$ cat src/rtl/pc_sequencer_if.sv
// Decoder-to-sequencer bundle: control fields in, pc and gated strobes out.
// IN handshake: ioInValid is a level; a capture happens on its rising edge while
// waiting on IN, and ioAck pulses for exactly that one cycle.
interface pc_sequencer_if #(
  parameter int ADDR_W  = 10,
  parameter int COUNT_W = 16
);
  logic [3:0]         muxPC;
  logic               writeEnableRegs;
  logic               writeEnableData;
  logic               readEnableData;
  logic               branchFlag;
  logic [ADDR_W-1:0]  target;
  logic               ioInValid;
  logic               resume;
  logic [ADDR_W-1:0]  pc;
  logic               regWrite;
  logic               memWrite;
  logic               ioAck;
  logic               halted;
  logic               stall;
  logic [COUNT_W-1:0] retired;
  logic [1:0]         state;

  modport master (
    output muxPC, writeEnableRegs, writeEnableData, readEnableData,
           branchFlag, target, ioInValid, resume,
    input  pc, regWrite, memWrite, ioAck, halted, stall, retired, state
  );

  modport slave (
    input  muxPC, writeEnableRegs, writeEnableData, readEnableData,
           branchFlag, target, ioInValid, resume,
    output pc, regWrite, memWrite, ioAck, halted, stall, retired, state
  );
endinterface

$ cat src/rtl/pc_sequencer.sv
// Program counter and instruction-cycle sequencer: load wait, IN wait, halt/resume,
// commit-once write strobes and a saturating retired-instruction counter.
module pc_sequencer #(
  parameter int ADDR_W   = 10,
  parameter int RESET_PC = 0,
  parameter int COUNT_W  = 16
) (
  input  logic           clock,
  input  logic           reset,
  pc_sequencer_if.slave  bus
);

  typedef enum logic [1:0] {
    RUN      = 2'd0,
    MEM_WAIT = 2'd1,
    IO_WAIT  = 2'd2,
    HALTED   = 2'd3
  } state_t;

  state_t              state_q, state_d;
  logic [ADDR_W-1:0]   pc_q, pc_d, pc_inc;
  logic [COUNT_W-1:0]  retired_q;
  logic                io_prev_q;
  logic                retire;
  logic                reg_write, mem_write, io_ack;

  assign pc_inc = pc_q + 1'b1;

  always_ff @(posedge clock) begin
    if (reset) begin
      state_q   <= RUN;
      pc_q      <= ADDR_W'(RESET_PC);
      retired_q <= '0;
      io_prev_q <= 1'b0;
    end else begin
      state_q   <= state_d;
      pc_q      <= pc_d;
      io_prev_q <= bus.ioInValid;
      if (retire && (retired_q != {COUNT_W{1'b1}}))
        retired_q <= retired_q + 1'b1;
    end
  end

  always_comb begin
    state_d   = state_q;
    pc_d      = pc_q;
    retire    = 1'b0;
    reg_write = 1'b0;
    mem_write = 1'b0;
    io_ack    = 1'b0;
    case (state_q)
      RUN: begin
        case (bus.muxPC)
          4'd2: begin
            pc_d   = bus.branchFlag ? bus.target : pc_inc;
            retire = 1'b1;
          end
          4'd3: begin
            pc_d   = bus.target;
            retire = 1'b1;
          end
          4'd4: begin
            state_d = HALTED;
            retire  = 1'b1;
          end
          4'd5: state_d = IO_WAIT;
          default: begin
            // Loads hold pc so the decoder fields stay valid through MEM_WAIT.
            if (bus.readEnableData) begin
              state_d = MEM_WAIT;
            end else begin
              pc_d      = pc_inc;
              reg_write = bus.writeEnableRegs;
              mem_write = bus.writeEnableData;
              retire    = 1'b1;
            end
          end
        endcase
      end
      MEM_WAIT: begin
        reg_write = bus.writeEnableRegs;
        pc_d      = pc_inc;
        retire    = 1'b1;
        state_d   = RUN;
      end
      IO_WAIT: begin
        if (bus.ioInValid && !io_prev_q) begin
          reg_write = 1'b1;
          io_ack    = 1'b1;
          pc_d      = pc_inc;
          retire    = 1'b1;
          state_d   = RUN;
        end
      end
      HALTED: begin
        if (bus.resume) begin
          pc_d    = pc_inc;
          state_d = RUN;
        end
      end
      default: state_d = RUN;
    endcase
  end

  // Strobes are forced low while reset is asserted so nothing commits in that cycle.
  assign bus.regWrite = reg_write & ~reset;
  assign bus.memWrite = mem_write & ~reset;
  assign bus.ioAck    = io_ack & ~reset;
  assign bus.halted   = (state_q == HALTED) & ~reset;
  assign bus.stall    = ((state_q == MEM_WAIT) || (state_q == IO_WAIT)) & ~reset;
  assign bus.pc       = pc_q;
  assign bus.retired  = retired_q;
  assign bus.state    = state_q;

endmodule

$ cat src/flat_wrapper.sv
// flat-port wrapper written by rule: the top's interface ports become plain ports
module pc_sequencer_flat 
#(
  parameter int ADDR_W   = 10,
  parameter int RESET_PC = 0,
  parameter int COUNT_W  = 16
)
  (clock, reset, bus_muxPC, bus_writeEnableRegs, bus_writeEnableData, bus_readEnableData, bus_branchFlag, bus_target, bus_ioInValid, bus_resume, bus_pc, bus_regWrite, bus_memWrite, bus_ioAck, bus_halted, bus_stall, bus_retired, bus_state);
  pc_sequencer_if #(.ADDR_W(ADDR_W), .COUNT_W(COUNT_W)) bus_i ();
  input  logic clock;
  input  logic reset;
  input wire logic [$bits(bus_i.muxPC)-1:0] bus_muxPC;
  input wire logic [$bits(bus_i.writeEnableRegs)-1:0] bus_writeEnableRegs;
  input wire logic [$bits(bus_i.writeEnableData)-1:0] bus_writeEnableData;
  input wire logic [$bits(bus_i.readEnableData)-1:0] bus_readEnableData;
  input wire logic [$bits(bus_i.branchFlag)-1:0] bus_branchFlag;
  input wire logic [$bits(bus_i.target)-1:0] bus_target;
  input wire logic [$bits(bus_i.ioInValid)-1:0] bus_ioInValid;
  input wire logic [$bits(bus_i.resume)-1:0] bus_resume;
  output wire logic [$bits(bus_i.pc)-1:0] bus_pc;
  output wire logic [$bits(bus_i.regWrite)-1:0] bus_regWrite;
  output wire logic [$bits(bus_i.memWrite)-1:0] bus_memWrite;
  output wire logic [$bits(bus_i.ioAck)-1:0] bus_ioAck;
  output wire logic [$bits(bus_i.halted)-1:0] bus_halted;
  output wire logic [$bits(bus_i.stall)-1:0] bus_stall;
  output wire logic [$bits(bus_i.retired)-1:0] bus_retired;
  output wire logic [$bits(bus_i.state)-1:0] bus_state;
  assign bus_i.muxPC = bus_muxPC;
  assign bus_i.writeEnableRegs = bus_writeEnableRegs;
  assign bus_i.writeEnableData = bus_writeEnableData;
  assign bus_i.readEnableData = bus_readEnableData;
  assign bus_i.branchFlag = bus_branchFlag;
  assign bus_i.target = bus_target;
  assign bus_i.ioInValid = bus_ioInValid;
  assign bus_i.resume = bus_resume;
  assign bus_pc = bus_i.pc;
  assign bus_regWrite = bus_i.regWrite;
  assign bus_memWrite = bus_i.memWrite;
  assign bus_ioAck = bus_i.ioAck;
  assign bus_halted = bus_i.halted;
  assign bus_stall = bus_i.stall;
  assign bus_retired = bus_i.retired;
  assign bus_state = bus_i.state;
  pc_sequencer #(.ADDR_W(ADDR_W), .RESET_PC(RESET_PC), .COUNT_W(COUNT_W)) u_core (.clock(clock), .reset(reset), .bus(bus_i));
endmodule
$ cat config.mk
export PLATFORM = sky130hd
export DESIGN_NAME = pc_sequencer_flat
export DESIGN_NICKNAME = d
export VERILOG_FILES = /design/src/rtl/pc_sequencer_if.sv /design/src/rtl/pc_sequencer.sv /design/src/flat_wrapper.sv
export SDC_FILE = /design/constraint.sdc
export NUM_CORES = 1
export LEC_CHECK = 0
export BUFFER_PORTS_ARGS = -buffer_cell sky130_fd_sc_hd__buf_2
export CORE_ASPECT_RATIO = 1.75
export CORE_MARGIN = 3
export CORE_UTILIZATION = 35
export DETAILED_ROUTE_END_ITERATION = 7
export PLACE_DENSITY = 0.61
export SETUP_SLACK_MARGIN = 0.5
export SLEW_MARGIN = 15
export SYNTH_ARGS = -nofsm -noshare
export SYNTH_HDL_FRONTEND = slang
export SYNTH_SLANG_ARGS = --single-unit
$ cat constraint.sdc
create_clock -name clock -period 2.6 [get_ports clock]
set_input_delay 0.52 -clock clock [delete_from_list [all_inputs] [get_ports clock]]
set_output_delay 0.52 -clock clock [all_outputs]
set_load 0.01 [all_outputs]
==> results of run 1 <==
[kinds of logic (layout without fill, tap and decap cells)]
kind of cell	after synthesis	in the layout
AO/OA/AOI/OAI	69	69
XOR/XNOR	9	9
adder cells (fa/ha/maj)	7	7
buffers and inverters	14	81
flip-flops	29	29
multiplexers	1	1
AND/OR/NAND/NOR	93	93
[worst max-delay path, stage by stage]
cell and delay (ns):
sky130_fd_sc_hd__buf_4 0.14, sky130_fd_sc_hd__or3b_4 0.42, sky130_fd_sc_hd__nand3_4 0.08, sky130_fd_sc_hd__a21oi_4 0.04, sky130_fd_sc_hd__o21ai_1 0.13, sky130_fd_sc_hd__a211oi_1 0.07
sky130_fd_sc_hd__buf_2 0.14
[worst paths after layout]
path / depth (start not counted) / endpoint / slack, ns
worst min-delay path: 2 / u_core.bus.retired[5] / 0.50
worst max register to register: 8 / u_core.bus.retired[12] / 0.56
worst max-delay path: 7 / bus_regWrite / 0.53
worst min register to register: 2 / u_core.bus.retired[5] / 0.50
[stage by stage]
step	power [mW]	instance area, sq um
2_1_floorplan	0.669	1850
3_3_place_gp	0.768	2190
3_5_place_dp	0.770	2190
4_1_cts	1.18	2340
5_1_grt	1.27	2440
6_report	1.21	2440
[Yosys cell counts, types with 2 or more instances]
master / count / area share (%)
sky130_fd_sc_hd__dfxtp_1: 29 / 31
sky130_fd_sc_hd__nand2_1: 23 / 4.7
sky130_fd_sc_hd__nor2_1: 21 / 4.3
sky130_fd_sc_hd__a21oi_1: 14 / 3.8
sky130_fd_sc_hd__a211oi_1: 10 / 4.1
sky130_fd_sc_hd__nand3_1: 10 / 2.7
sky130_fd_sc_hd__xnor2_1: 8 / 3.8
sky130_fd_sc_hd__ha_1: 7 / 4.7
sky130_fd_sc_hd__inv_1: 7 / 1.4
sky130_fd_sc_hd__o21ai_0: 6 / 1.6
sky130_fd_sc_hd__o31ai_1: 6 / 2.4
sky130_fd_sc_hd__clkbuf_1: 5 / 1.0
sky130_fd_sc_hd__nor2b_1: 5 / 1.7
sky130_fd_sc_hd__a31oi_1: 4 / 1.4
sky130_fd_sc_hd__and4_1: 4 / 1.9
sky130_fd_sc_hd__nor3_1: 4 / 1.1
sky130_fd_sc_hd__o311ai_0: 4 / 1.9
sky130_fd_sc_hd__or3_1: 4 / 1.4
sky130_fd_sc_hd__and3_1: 3 / 1.0
sky130_fd_sc_hd__nand3b_1: 3 / 1.2
sky130_fd_sc_hd__nand4_1: 3 / 1.0
sky130_fd_sc_hd__a311oi_1: 2 / 0.95
sky130_fd_sc_hd__buf_2: 2 / 0.54
sky130_fd_sc_hd__nand2b_1: 2 / 0.68
sky130_fd_sc_hd__nor3b_2: 2 / 1.4
sky130_fd_sc_hd__o21ai_1: 2 / 0.54
sky130_fd_sc_hd__o41ai_1: 2 / 0.95
sky130_fd_sc_hd__or4_1: 2 / 0.81
[flip-flops by register name, indices dropped and copies added (netlist names)]
register,cells
u_core.bus.retired,16
u_core.bus.pc,10
u_core.bus.state,2
u_core.io_prev_q,1
[where the power goes]
part           internal (mW)  switching [mW]
logic                  0.141           0.180
clock network          0.210           0.168
registers              0.471          0.0389
total                  0.822           0.387
[metal layers]
| layer | part of all wire, % | GRT usage, % |
|---|---|---|
| met2 | 56 | 36.4 |
| met3 | 4.0 | 2.78 |
| met1 | 38 | 19.6 |
| met4 | 1.5 | 7.01 |
| met5 | 0 | 0 |
[final cells by class]
| type | count | area [sq um] |
|---|---|---|
| fill | 508 | 2620 |
| multi-input combinational | 179 | 1300 |
| timing repair buffer | 67 | 377 |
| clock buffer | 7 | 86.3 |
| tap | 54 | 67.6 |
| sequential | 29 | 587 |
| inverter | 7 | 28.8 |
[what timing repair did]
item / CTS / global route
pin swaps: 2 / 7
setup endpoints to repair: 10 / 8
buffers inserted: 4 / 5
hold endpoints to repair: 0 / 0
gates resized for setup: 12 / 14
==> flow_summary.html, run 1 <==
<table>
<tr><th>Metric</th><th>Value</th></tr>
<tr><th colspan="2">GRT</th></tr>
<tr><td>Residual overflow from global routing</td><td>0</td></tr>
<tr><td>Pin count of the biggest net entering global routing</td><td>19</td></tr>
<tr><td>Via count of the first global-routing pass</td><td>1875</td></tr>
<tr><td>First-pass GRT wire length</td><td>about 9000 um</td></tr>
<tr><td>Antenna violations before repair</td><td>0</td></tr>
<tr><td>Overall fraction of global-route tracks in use</td><td>a little under a fifth</td></tr>
<tr><th colspan="2">Die</th></tr>
<tr><td>Io pins</td><td>55</td></tr>
<tr><td>Die outline width</td><td>61.0 um</td></tr>
<tr><td>Starting Density</td><td>36.6%</td></tr>
<tr><td>Area of the placeable core</td><td>between 0.005 and 0.006 sq mm</td></tr>
<tr><td>Die area</td><td>about 0.0062 sq mm</td></tr>
<tr><td>Num rows</td><td>34</td></tr>
<tr><td>Die Y-Extent</td><td>102 um</td></tr>
<tr><th colspan="2">Routing</th></tr>
<tr><td>Remaining antenna violation count after routing</td><td>0</td></tr>
<tr><td>Routed wire length</td><td>about 5700 um</td></tr>
<tr><td>Average routed wire per standard cell</td><td>~16 um</td></tr>
<tr><td>Number of DRC markers in iteration 0</td><td>78</td></tr>
<tr><td>DRT Pass-1 Iters</td><td>4</td></tr>
<tr><td>Vias post-DR</td><td>roughly 2000</td></tr>
<tr><td>Routed vias/inst</td><td>5.78</td></tr>
<tr><td>Residual DRC count</td><td>0</td></tr>
<tr><th colspan="2">Clock tree</th></tr>
<tr><td>Clock slew seen by the registers of the worst setup and hold paths</td><td>roughly 0.06 ns</td></tr>
<tr><td>CTS Root Buffer Type</td><td>sky130_fd_sc_hd__clkbuf_8</td></tr>
<tr><td>Clock tree from TritonCTS</td><td>yes</td></tr>
<tr><td>Clk_lat worst skew</td><td>around 0.28 ns</td></tr>
<tr><td>CTS Buf Count</td><td>5</td></tr>
<tr><td>Hold-fix buffers, CTS</td><td>0</td></tr>
<tr><td>Sink count of the clock tree</td><td>29</td></tr>
<tr><td>Maximum buffer depth of the clock tree</td><td>2</td></tr>
<tr><td>Count of H-tree levels built during CTS</td><td>2</td></tr>
<tr><th colspan="2">STA</th></tr>
<tr><td>Worst hold slack after final layout</td><td>between 0.4 and 0.5 ns</td></tr>
<tr><td>Worst slew margin</td><td>56.4%</td></tr>
<tr><td>Setup-violating endpoint count in the final report</td><td>0</td></tr>
<tr><td>Setup TNS Final</td><td>0 ns</td></tr>
<tr><td>Final clock skew</td><td>between 0.004 and 0.005 ns</td></tr>
<tr><td>Setup repair after global routing missed its margin</td><td>yes</td></tr>
<tr><td>Ratio of final minimum period to clock period</td><td>79.7%</td></tr>
<tr><td>Max Clk Rate</td><td>482 MHz</td></tr>
<tr><td>Smallest setup slack after layout</td><td>between 0.5 and 0.6 ns</td></tr>
<tr><td>Final hold viol count</td><td>0</td></tr>
<tr><td>Max-slew violation total from the final report</td><td>0</td></tr>
<tr><td>Final critical delay including setup and external delays</td><td>roughly 2.1 ns</td></tr>
<tr><td>Pin slew with the least headroom to its limit</td><td>0.649 ns</td></tr>
<tr><th colspan="2">Finish</th></tr>
<tr><td>Number of nets in the final layout</td><td>318</td></tr>
<tr><td>Ant. Diodes</td><td>0</td></tr>
<tr><td>Ratio of cells with drive above 1 in the final layout</td><td>between 30% and 40%</td></tr>
<tr><td>Most common cell after layout, fill and taps aside</td><td>sky130_fd_sc_hd__buf_2</td></tr>
<tr><td>Final std cells w/o fill</td><td>about 340</td></tr>
<tr><td>Final core occ</td><td>between 40% and 50%</td></tr>
<tr><td>Leading cell types in the layout, fill and taps excluded</td><td>sky130_fd_sc_hd__buf_2 (52), sky130_fd_sc_hd__dfxtp_1 (26), sky130_fd_sc_hd__nand2_1 (23)</td></tr>
<tr><td>Layout-stage area growth over the synthesis result</td><td>31.9%</td></tr>
<tr><th colspan="2">Yosys</th></tr>
<tr><td>Compound-cell area share of the yosys netlist</td><td>28.9%</td></tr>
<tr><td>Warning count from the yosys run</td><td>0</td></tr>
<tr><td>Post-synthesis cell area</td><td>between 0.0015 and 0.002 sq mm</td></tr>
<tr><td>Dominant combinational cell family by area after synthesis</td><td>compound AO/OA/AOI/OAI gates</td></tr>
<tr><td>Syn Inst Count</td><td>approximately 220</td></tr>
<tr><td>Fraction of the mapped netlist area in simple logic gates</td><td>a little over a quarter</td></tr>
<tr><td>Net count of the mapped netlist</td><td>251</td></tr>
<tr><td>Parity-gate share of the synthesized area counting xor and xnor cells</td><td>roughly 4.3%</td></tr>
<tr><td>Proportion of synthesized area in mux cells</td><td>0.608%</td></tr>
<tr><td>Number of synthesized flops with an enable pin</td><td>0</td></tr>
<tr><td>Adder-cell area share of the yosys netlist</td><td>around 4.7%</td></tr>
<tr><td>Sequential element share of the synthesized area</td><td>between 30% and 40%</td></tr>
<tr><td>Distinct cells, synth</td><td>56</td></tr>
<tr><td>Main flop type after synthesis</td><td>sky130_fd_sc_hd__dfxtp_1</td></tr>
<tr><td>Async S/R FF share, synth</td><td>0%</td></tr>
<tr><td>Mean instance size in the synthesized netlist</td><td>around 8.3 sq um</td></tr>
<tr><td>Synth Register Bits</td><td>29</td></tr>
<tr><th colspan="2">Setup path</th></tr>
<tr><td>Arrival time reported for the critical path endpoint</td><td>around 1.6 ns</td></tr>
<tr><td>Startpoint class of the critical path</td><td>primary input</td></tr>
<tr><td>Setup crit end kind</td><td>output port</td></tr>
<tr><td>Worst Setup SP</td><td>bus_muxPC[3]</td></tr>
<tr><td>Maximum fanout along the worst path</td><td>7</td></tr>
<tr><td>Reg-to-Reg Start</td><td>u_core.bus.state[1]</td></tr>
<tr><td>Data required time of the critical path</td><td>approximately 2.1 ns</td></tr>
<tr><td>Worst setup path category</td><td>primary input to output port</td></tr>
<tr><th colspan="2">Placement</th></tr>
<tr><td>Routability-driven placement congestion ratio</td><td>between 0.9 and 1</td></tr>
<tr><td>Number of buffers inserted by port buffering</td><td>54</td></tr>
<tr><td>Placed Instances</td><td>327</td></tr>
<tr><td>Final HPWL DP</td><td>4230 um</td></tr>
<tr><td>Setup slack at placement</td><td>between 0.3 and 0.4 ns</td></tr>
<tr><th colspan="2">Flow run</th></tr>
<tr><td># Max-Cap Violations</td><td>0</td></tr>
<tr><th colspan="2">Pwr</th></tr>
<tr><td>Cell leakage power</td><td>0.988 nW</td></tr>
<tr><td>Worst IR Drop VDD</td><td>a little under 300 uV</td></tr>
<tr><td>Total power per unit cell area</td><td>~490 mW/mm^2</td></tr>
<tr><th colspan="2">Hold path</th></tr>
<tr><td>Hold Startpoint</td><td>u_core.bus.retired[5]</td></tr>
<tr><td>Path type of the worst min-delay path</td><td>flip-flop to flip-flop</td></tr>
<tr><th colspan="2">Status</th></tr>
<tr><td>Run status</td><td>finished clean</td></tr>
</table>
No activity file was read; power rests on OpenSTA's default activity.
==> run 2: changes to the inputs <==
--- a/config.mk
+++ b/config.mk
@@ -5,12 +5,13 @@
 export SDC_FILE = /design/constraint.sdc
 export NUM_CORES = 1
 export LEC_CHECK = 0
+export ABC_AREA = 1
 export BUFFER_PORTS_ARGS = -buffer_cell sky130_fd_sc_hd__buf_2
 export CORE_ASPECT_RATIO = 1.75
 export CORE_MARGIN = 3
 export CORE_UTILIZATION = 35
 export DETAILED_ROUTE_END_ITERATION = 7
-export PLACE_DENSITY = 0.61
+export PLACE_DENSITY = 0.6
 export SETUP_SLACK_MARGIN = 0.5
 export SLEW_MARGIN = 15
 export SYNTH_ARGS = -nofsm -noshare
==> constraint.sdc (replaced) <==
create_clock -name clock -period 2 [get_ports clock]
set_input_delay 0.4 -clock clock [delete_from_list [all_inputs] [get_ports clock]]
set_output_delay 0.4 -clock clock [all_outputs]
set_load 0.01 [all_outputs]
==> flow_summary.html, run 2 <==
<table>
<tr><th>Metric</th><th>Value</th></tr>
<tr><th colspan="2">Clock tree</th></tr>
<tr><td>Sink count of the clock tree</td><td>29 (unchanged)</td></tr>
<tr><td>CTS Buf Count</td><td>5 (unchanged)</td></tr>
<tr><td>CTS Root Buffer Type</td><td>sky130_fd_sc_hd__clkbuf_8 (unchanged)</td></tr>
<tr><td>Count of H-tree levels built during CTS</td><td>2 (unchanged)</td></tr>
<tr><td>Hold-fix buffers, CTS</td><td>0 (unchanged)</td></tr>
<tr><td>Maximum buffer depth of the clock tree</td><td>2 (unchanged)</td></tr>
<tr><td>Clock tree from TritonCTS</td><td>yes (unchanged)</td></tr>
<tr><td>Clock slew seen by the registers of the worst setup and hold paths</td><td>0.07 ns (was 0.06 ns)</td></tr>
<tr><td>Clk_lat worst skew</td><td>0.29 ns (was 0.28 ns)</td></tr>
<tr><th colspan="2">Setup path</th></tr>
<tr><td>Setup crit end kind</td><td>output port (unchanged)</td></tr>
<tr><td>Worst setup path category</td><td>flip-flop to output port (was primary input to output port)</td></tr>
<tr><td>Arrival time reported for the critical path endpoint</td><td>1.49 ns (was 1.55 ns)</td></tr>
<tr><td>Crit-path slowest cell</td><td>sky130_fd_sc_hd__dfxtp_4 (was sky130_fd_sc_hd__or3b_4)</td></tr>
<tr><td>Startpoint class of the critical path</td><td>flip-flop (was primary input)</td></tr>
<tr><td>Cell-by-cell listing of the critical path</td><td>inv_4 -&gt; ha_4 -&gt; inv_4 -&gt; nor2_4 -&gt; nand3_2 -&gt; a211oi_2 -&gt; buf_2 (was buf_4 -&gt; or3b_4 -&gt; nand3_4 -&gt; a21oi_4 -&gt; o21ai_1 -&gt; a211oi_1 -&gt; buf_2)</td></tr>
<tr><td>Delay of the slowest critical-path stage</td><td>0.37 ns (was 0.42 ns)</td></tr>
<tr><td>Most used cell, CP</td><td>sky130_fd_sc_hd__inv_4</td></tr>
<tr><td>Maximum fanout along the worst path</td><td>4 (was 7)</td></tr>
<tr><td>Data required time of the critical path</td><td>1.60 ns (was 2.08 ns)</td></tr>
<tr><th colspan="2">STA</th></tr>
<tr><td>Worst slew margin</td><td>61.7% (was 56.4%)</td></tr>
<tr><td>Final critical delay including setup and external delays</td><td>between 1.5 and 2 ns</td></tr>
<tr><td>Setup repair after global routing missed its margin</td><td>yes (unchanged)</td></tr>
<tr><td>Worst hold slack after final layout</td><td>0.377 ns (was 0.496 ns)</td></tr>
<tr><td>Setup TNS Final</td><td>0 ns (unchanged)</td></tr>
<tr><td>Setup-violating endpoint count in the final report</td><td>0 (unchanged)</td></tr>
<tr><td>Ratio of final minimum period to clock period</td><td>between 90% and 100%</td></tr>
<tr><td>Max Clk Rate</td><td>approximately 530 MHz</td></tr>
<tr><td>Max-slew violation total from the final report</td><td>0 (unchanged)</td></tr>
<tr><td>Pin slew with the least headroom to its limit</td><td>0.573 ns (was 0.649 ns)</td></tr>
<tr><td>Final hold viol count</td><td>0 (unchanged)</td></tr>
<tr><td>Final clock skew</td><td>0.00636 ns (was 0.00490 ns)</td></tr>
<tr><th colspan="2">Yosys</th></tr>
<tr><td>Post-synthesis cell area</td><td>0.00214 sq mm (was 0.00185 sq mm)</td></tr>
<tr><td>Distinct cells, synth</td><td>29 (was 56)</td></tr>
<tr><td>Main flop type after synthesis</td><td>sky130_fd_sc_hd__dfxtp_1 (unchanged)</td></tr>
<tr><td>Synth area leaders</td><td>sky130_fd_sc_hd__dfxtp_1 (27%), sky130_fd_sc_hd__nand2_1 (13%), sky130_fd_sc_hd__nand3_1 (8.4%) (was sky130_fd_sc_hd__dfxtp_1 (31%), sky130_fd_sc_hd__ha_1 (4.7%), sky130_fd_sc_hd__nand2_1 (4.7%))</td></tr>
<tr><td>Sequential element share of the synthesized area</td><td>27.1% (was 31.4%)</td></tr>
<tr><td>Warning count from the yosys run</td><td>0 (unchanged)</td></tr>
<tr><td>Number of synthesized flops with an enable pin</td><td>0 (unchanged)</td></tr>
<tr><td>Async S/R FF share, synth</td><td>0% (unchanged)</td></tr>
<tr><td>Net count of the mapped netlist</td><td>357 (was 251)</td></tr>
<tr><td>Mean instance size in the synthesized netlist</td><td>6.52 sq um (was 8.34 sq um)</td></tr>
<tr><td>Leading cell type by number of instances after synthesis</td><td>sky130_fd_sc_hd__nand2_1 (was sky130_fd_sc_hd__dfxtp_1)</td></tr>
<tr><td>Synth Register Bits</td><td>29 (unchanged)</td></tr>
<tr><td>Top post-synthesis cells by count</td><td>sky130_fd_sc_hd__nand2_1 (73), sky130_fd_sc_hd__nor2_1 (46), sky130_fd_sc_hd__nand3_1 (36), sky130_fd_sc_hd__inv_1 (35), sky130_fd_sc_hd__dfxtp_1 (29) (was sky130_fd_sc_hd__dfxtp_1 (29), sky130_fd_sc_hd__nand2_1 (23), sky130_fd_sc_hd__nor2_1 (21), sky130_fd_sc_hd__a21oi_1 (14))</td></tr>
<tr><td>Portion of synthesized cell area occupied by the leading cell type</td><td>27.1% (was 31.4%)</td></tr>
<tr><td>Syn Inst Count</td><td>328 (was 222)</td></tr>
<tr><td>Cell type with the highest aggregate area in the netlist</td><td>sky130_fd_sc_hd__dfxtp_1 (unchanged)</td></tr>
<tr><th colspan="2">Finish</th></tr>
<tr><td>Number of flip-flops in the largest register</td><td>16 (unchanged)</td></tr>
<tr><td>Layout-stage area growth over the synthesis result</td><td>42.0% (was 31.9%)</td></tr>
<tr><td>Ant. Diodes</td><td>0 (unchanged)</td></tr>
<tr><td>Ratio of cells with drive above 1 in the final layout</td><td>39.9% (was 33.2%)</td></tr>
<tr><td>Number of nets in the final layout</td><td>435 (was 318)</td></tr>
<tr><td>Most common cell after layout, fill and taps aside</td><td>sky130_fd_sc_hd__nand2_1 (was sky130_fd_sc_hd__buf_2)</td></tr>
<tr><td>Leading cell types in the layout, fill and taps excluded</td><td>sky130_fd_sc_hd__nand2_1 (69), sky130_fd_sc_hd__buf_2 (53), sky130_fd_sc_hd__nor2_1 (42) (was sky130_fd_sc_hd__buf_2 (52), sky130_fd_sc_hd__dfxtp_1 (26), sky130_fd_sc_hd__nand2_1 (23))</td></tr>
<tr><th colspan="2">Pwr</th></tr>
<tr><td>Worst IR Drop VDD</td><td>739 uV (was 292 uV)</td></tr>
<tr><td>Sum of internal, switching and leakage power</td><td>2.76 mW (was 1.21 mW)</td></tr>
<tr><td>Cell leakage power</td><td>1.29 nW (was 0.988 nW)</td></tr>
<tr><td>Total power per unit cell area</td><td>908 mW/mm^2 (was 495 mW/mm^2)</td></tr>
<tr><th colspan="2">Die</th></tr>
<tr><td>Die Y-Extent</td><td>109 um (was 102 um)</td></tr>
<tr><td>Area of the placeable core</td><td>0.00593 sq mm (was 0.00506 sq mm)</td></tr>
<tr><td>Num rows</td><td>37 (was 34)</td></tr>
<tr><td>Die area</td><td>0.00712 sq mm (was 0.00623 sq mm)</td></tr>
<tr><td>Starting Density</td><td>36.1% (was 36.6%)</td></tr>
<tr><td>Die outline width</td><td>65.1 um (was 61.0 um)</td></tr>
<tr><td>Io pins</td><td>55 (unchanged)</td></tr>
<tr><th colspan="2">Routing</th></tr>
<tr><td>Routed vias/inst</td><td>5.05 (was 5.78)</td></tr>
<tr><td>Remaining antenna violation count after routing</td><td>0 (unchanged)</td></tr>
<tr><td>Average routed wire per standard cell</td><td>13.9 um (was 16.5 um)</td></tr>
<tr><td>Number of DRC markers in iteration 0</td><td>104 (was 78)</td></tr>
<tr><td>Routed wire length</td><td>6700 um (was 5650 um)</td></tr>
<tr><td>Vias post-DR</td><td>2443 (was 1983)</td></tr>
<tr><td>DRT Pass-1 Iters</td><td>6 (was 4)</td></tr>
<tr><td>Residual DRC count</td><td>0 (unchanged)</td></tr>
<tr><th colspan="2">GRT</th></tr>
<tr><td>Via count of the first global-routing pass</td><td>2289 (was 1875)</td></tr>
<tr><td>Pin count of the biggest net entering global routing</td><td>16 (was 19)</td></tr>
<tr><td>Residual overflow from global routing</td><td>0 (unchanged)</td></tr>
<tr><td>Overall fraction of global-route tracks in use</td><td>18.9% (was 19.0%)</td></tr>
<tr><td>Antenna violations before repair</td><td>0 (unchanged)</td></tr>
<tr><td>First-pass GRT wire length</td><td>10500 um (was 8920 um)</td></tr>
<tr><th colspan="2">Placement</th></tr>
<tr><td>Number of buffers inserted by port buffering</td><td>54 (unchanged)</td></tr>
<tr><td>Final HPWL DP</td><td>4470 um (was 4230 um)</td></tr>
<tr><td>Routability-driven placement congestion ratio</td><td>0.851 (was 0.932)</td></tr>
<tr><th colspan="2">Hold path</th></tr>
<tr><td>Path type of the worst min-delay path</td><td>primary input to flip-flop (was flip-flop to flip-flop)</td></tr>
<tr><th colspan="2">Status</th></tr>
<tr><td>Run status</td><td>finished clean (unchanged)</td></tr>
<tr><th colspan="2">Flow run</th></tr>
<tr><td># Max-Cap Violations</td><td>0 (unchanged)</td></tr>
</table>
==> run 2: changes by cell type in the layout (fill, tap and decap cells not counted), moves of 8 or more <==
| cell | change |
|---|---|
| sky130_fd_sc_hd__nor2_1 | +21 |
| sky130_fd_sc_hd__nand2_2 | +13 |
| sky130_fd_sc_hd__nand3_1 | +15 |
| sky130_fd_sc_hd__a211oi_1 | -9 |
| sky130_fd_sc_hd__inv_1 | +23 |
| sky130_fd_sc_hd__nor2_4 | +9 |
| sky130_fd_sc_hd__nand3_2 | +12 |
| sky130_fd_sc_hd__a21oi_2 | +11 |
| sky130_fd_sc_hd__nand2_1 | +46 |
| sky130_fd_sc_hd__buf_6 | +8 |
==> run 2: timing repair <==
action / in CTS / in global routing
gates cloned: 2 / 2
pin swaps: 5 / 13
setup endpoints to repair: 29 / 33
gates resized for setup: 25 / 43
buffers inserted: 11 / 4
==> run 2: layer usage <==
metal  global-route usage [%]  up-vias  part of all wire [%]
met5                        0        -                     0
met4                     8.31        0                   3.1
met3                     3.68       18                   4.8
met2                     36.8       74                    56
met1                     19.0     1134                    36
li1                         -     1217                     -
==> run 2: area by class of cell <==
class,instances,area (sq um)
clock buffers,7,86.3
repair buffers,78,539
well taps,78,97.6
fillers,636,2890
flip-flops and latches,29,589
multi-input cells,255,1580
inverters,37,149
==> run 2: cells by family after synthesis <==
kind of cell             after synthesis  synth area share, %
AND/OR/NAND/NOR                      192                 42.9
XOR/XNOR                               8                 3.27
AO/OA/AOI/OAI                         46                 12.7
buffers and inverters                 46                 9.94
adder cells (fa/ha/maj)                7                 4.09
flip-flops                            29                 27.1
==> run 2: worst paths after layout <==
path                            slack [ns]  cells past startpoint                  start               endpoint
worst max-delay path                  0.11                      7    u_core.bus.state[1]           bus_regWrite
worst min-delay path                  0.38                      3          bus_ioInValid       u_core.io_prev_q
worst max register to register        0.14                     14    u_core.bus.state[1]  u_core.bus.retired[0]
worst min register to register        0.53                      2  u_core.bus.retired[8]  u_core.bus.retired[8]
==> run 2: through the flow <==
| stage | std cells | area [sq um] | setup slack [ns] | utilization, % |
|---|---|---|---|---|
| floorplan | 328 | 2180 | 0.456 | - |
| detailed placement | 458 | 2520 | 0.300 | 42.6 |
| CTS | 478 | 2860 | 0.113 | 48.2 |
| global placement | 458 | 2520 | 0.315 | 42.6 |
| finish | 484 | 3040 | 0.109 | 51.3 |
| global route | 484 | 3040 | 0.0386 | 51.3 |
==> run 2: critical path: cells and delay by family, from the launching register on <==
| family | cells | cell delay (ns) |
|---|---|---|
| flops | 1 | 0.37 |
| fa+ha+maj | 1 | 0.15 |
| buf+inv | 3 | 0.27 |
| compound gates | 1 | 0.21 |
| simple gates | 2 | 0.21 |
==> run 2: where the power goes <==
group          total, mW  leakage, nW  internal [mW]  switching, mW
combinational       1.44         1.01          0.668          0.773
sequential         0.803        0.238          0.675          0.128
clock              0.516       0.0443          0.273          0.243
total               2.76         1.29           1.62           1.14
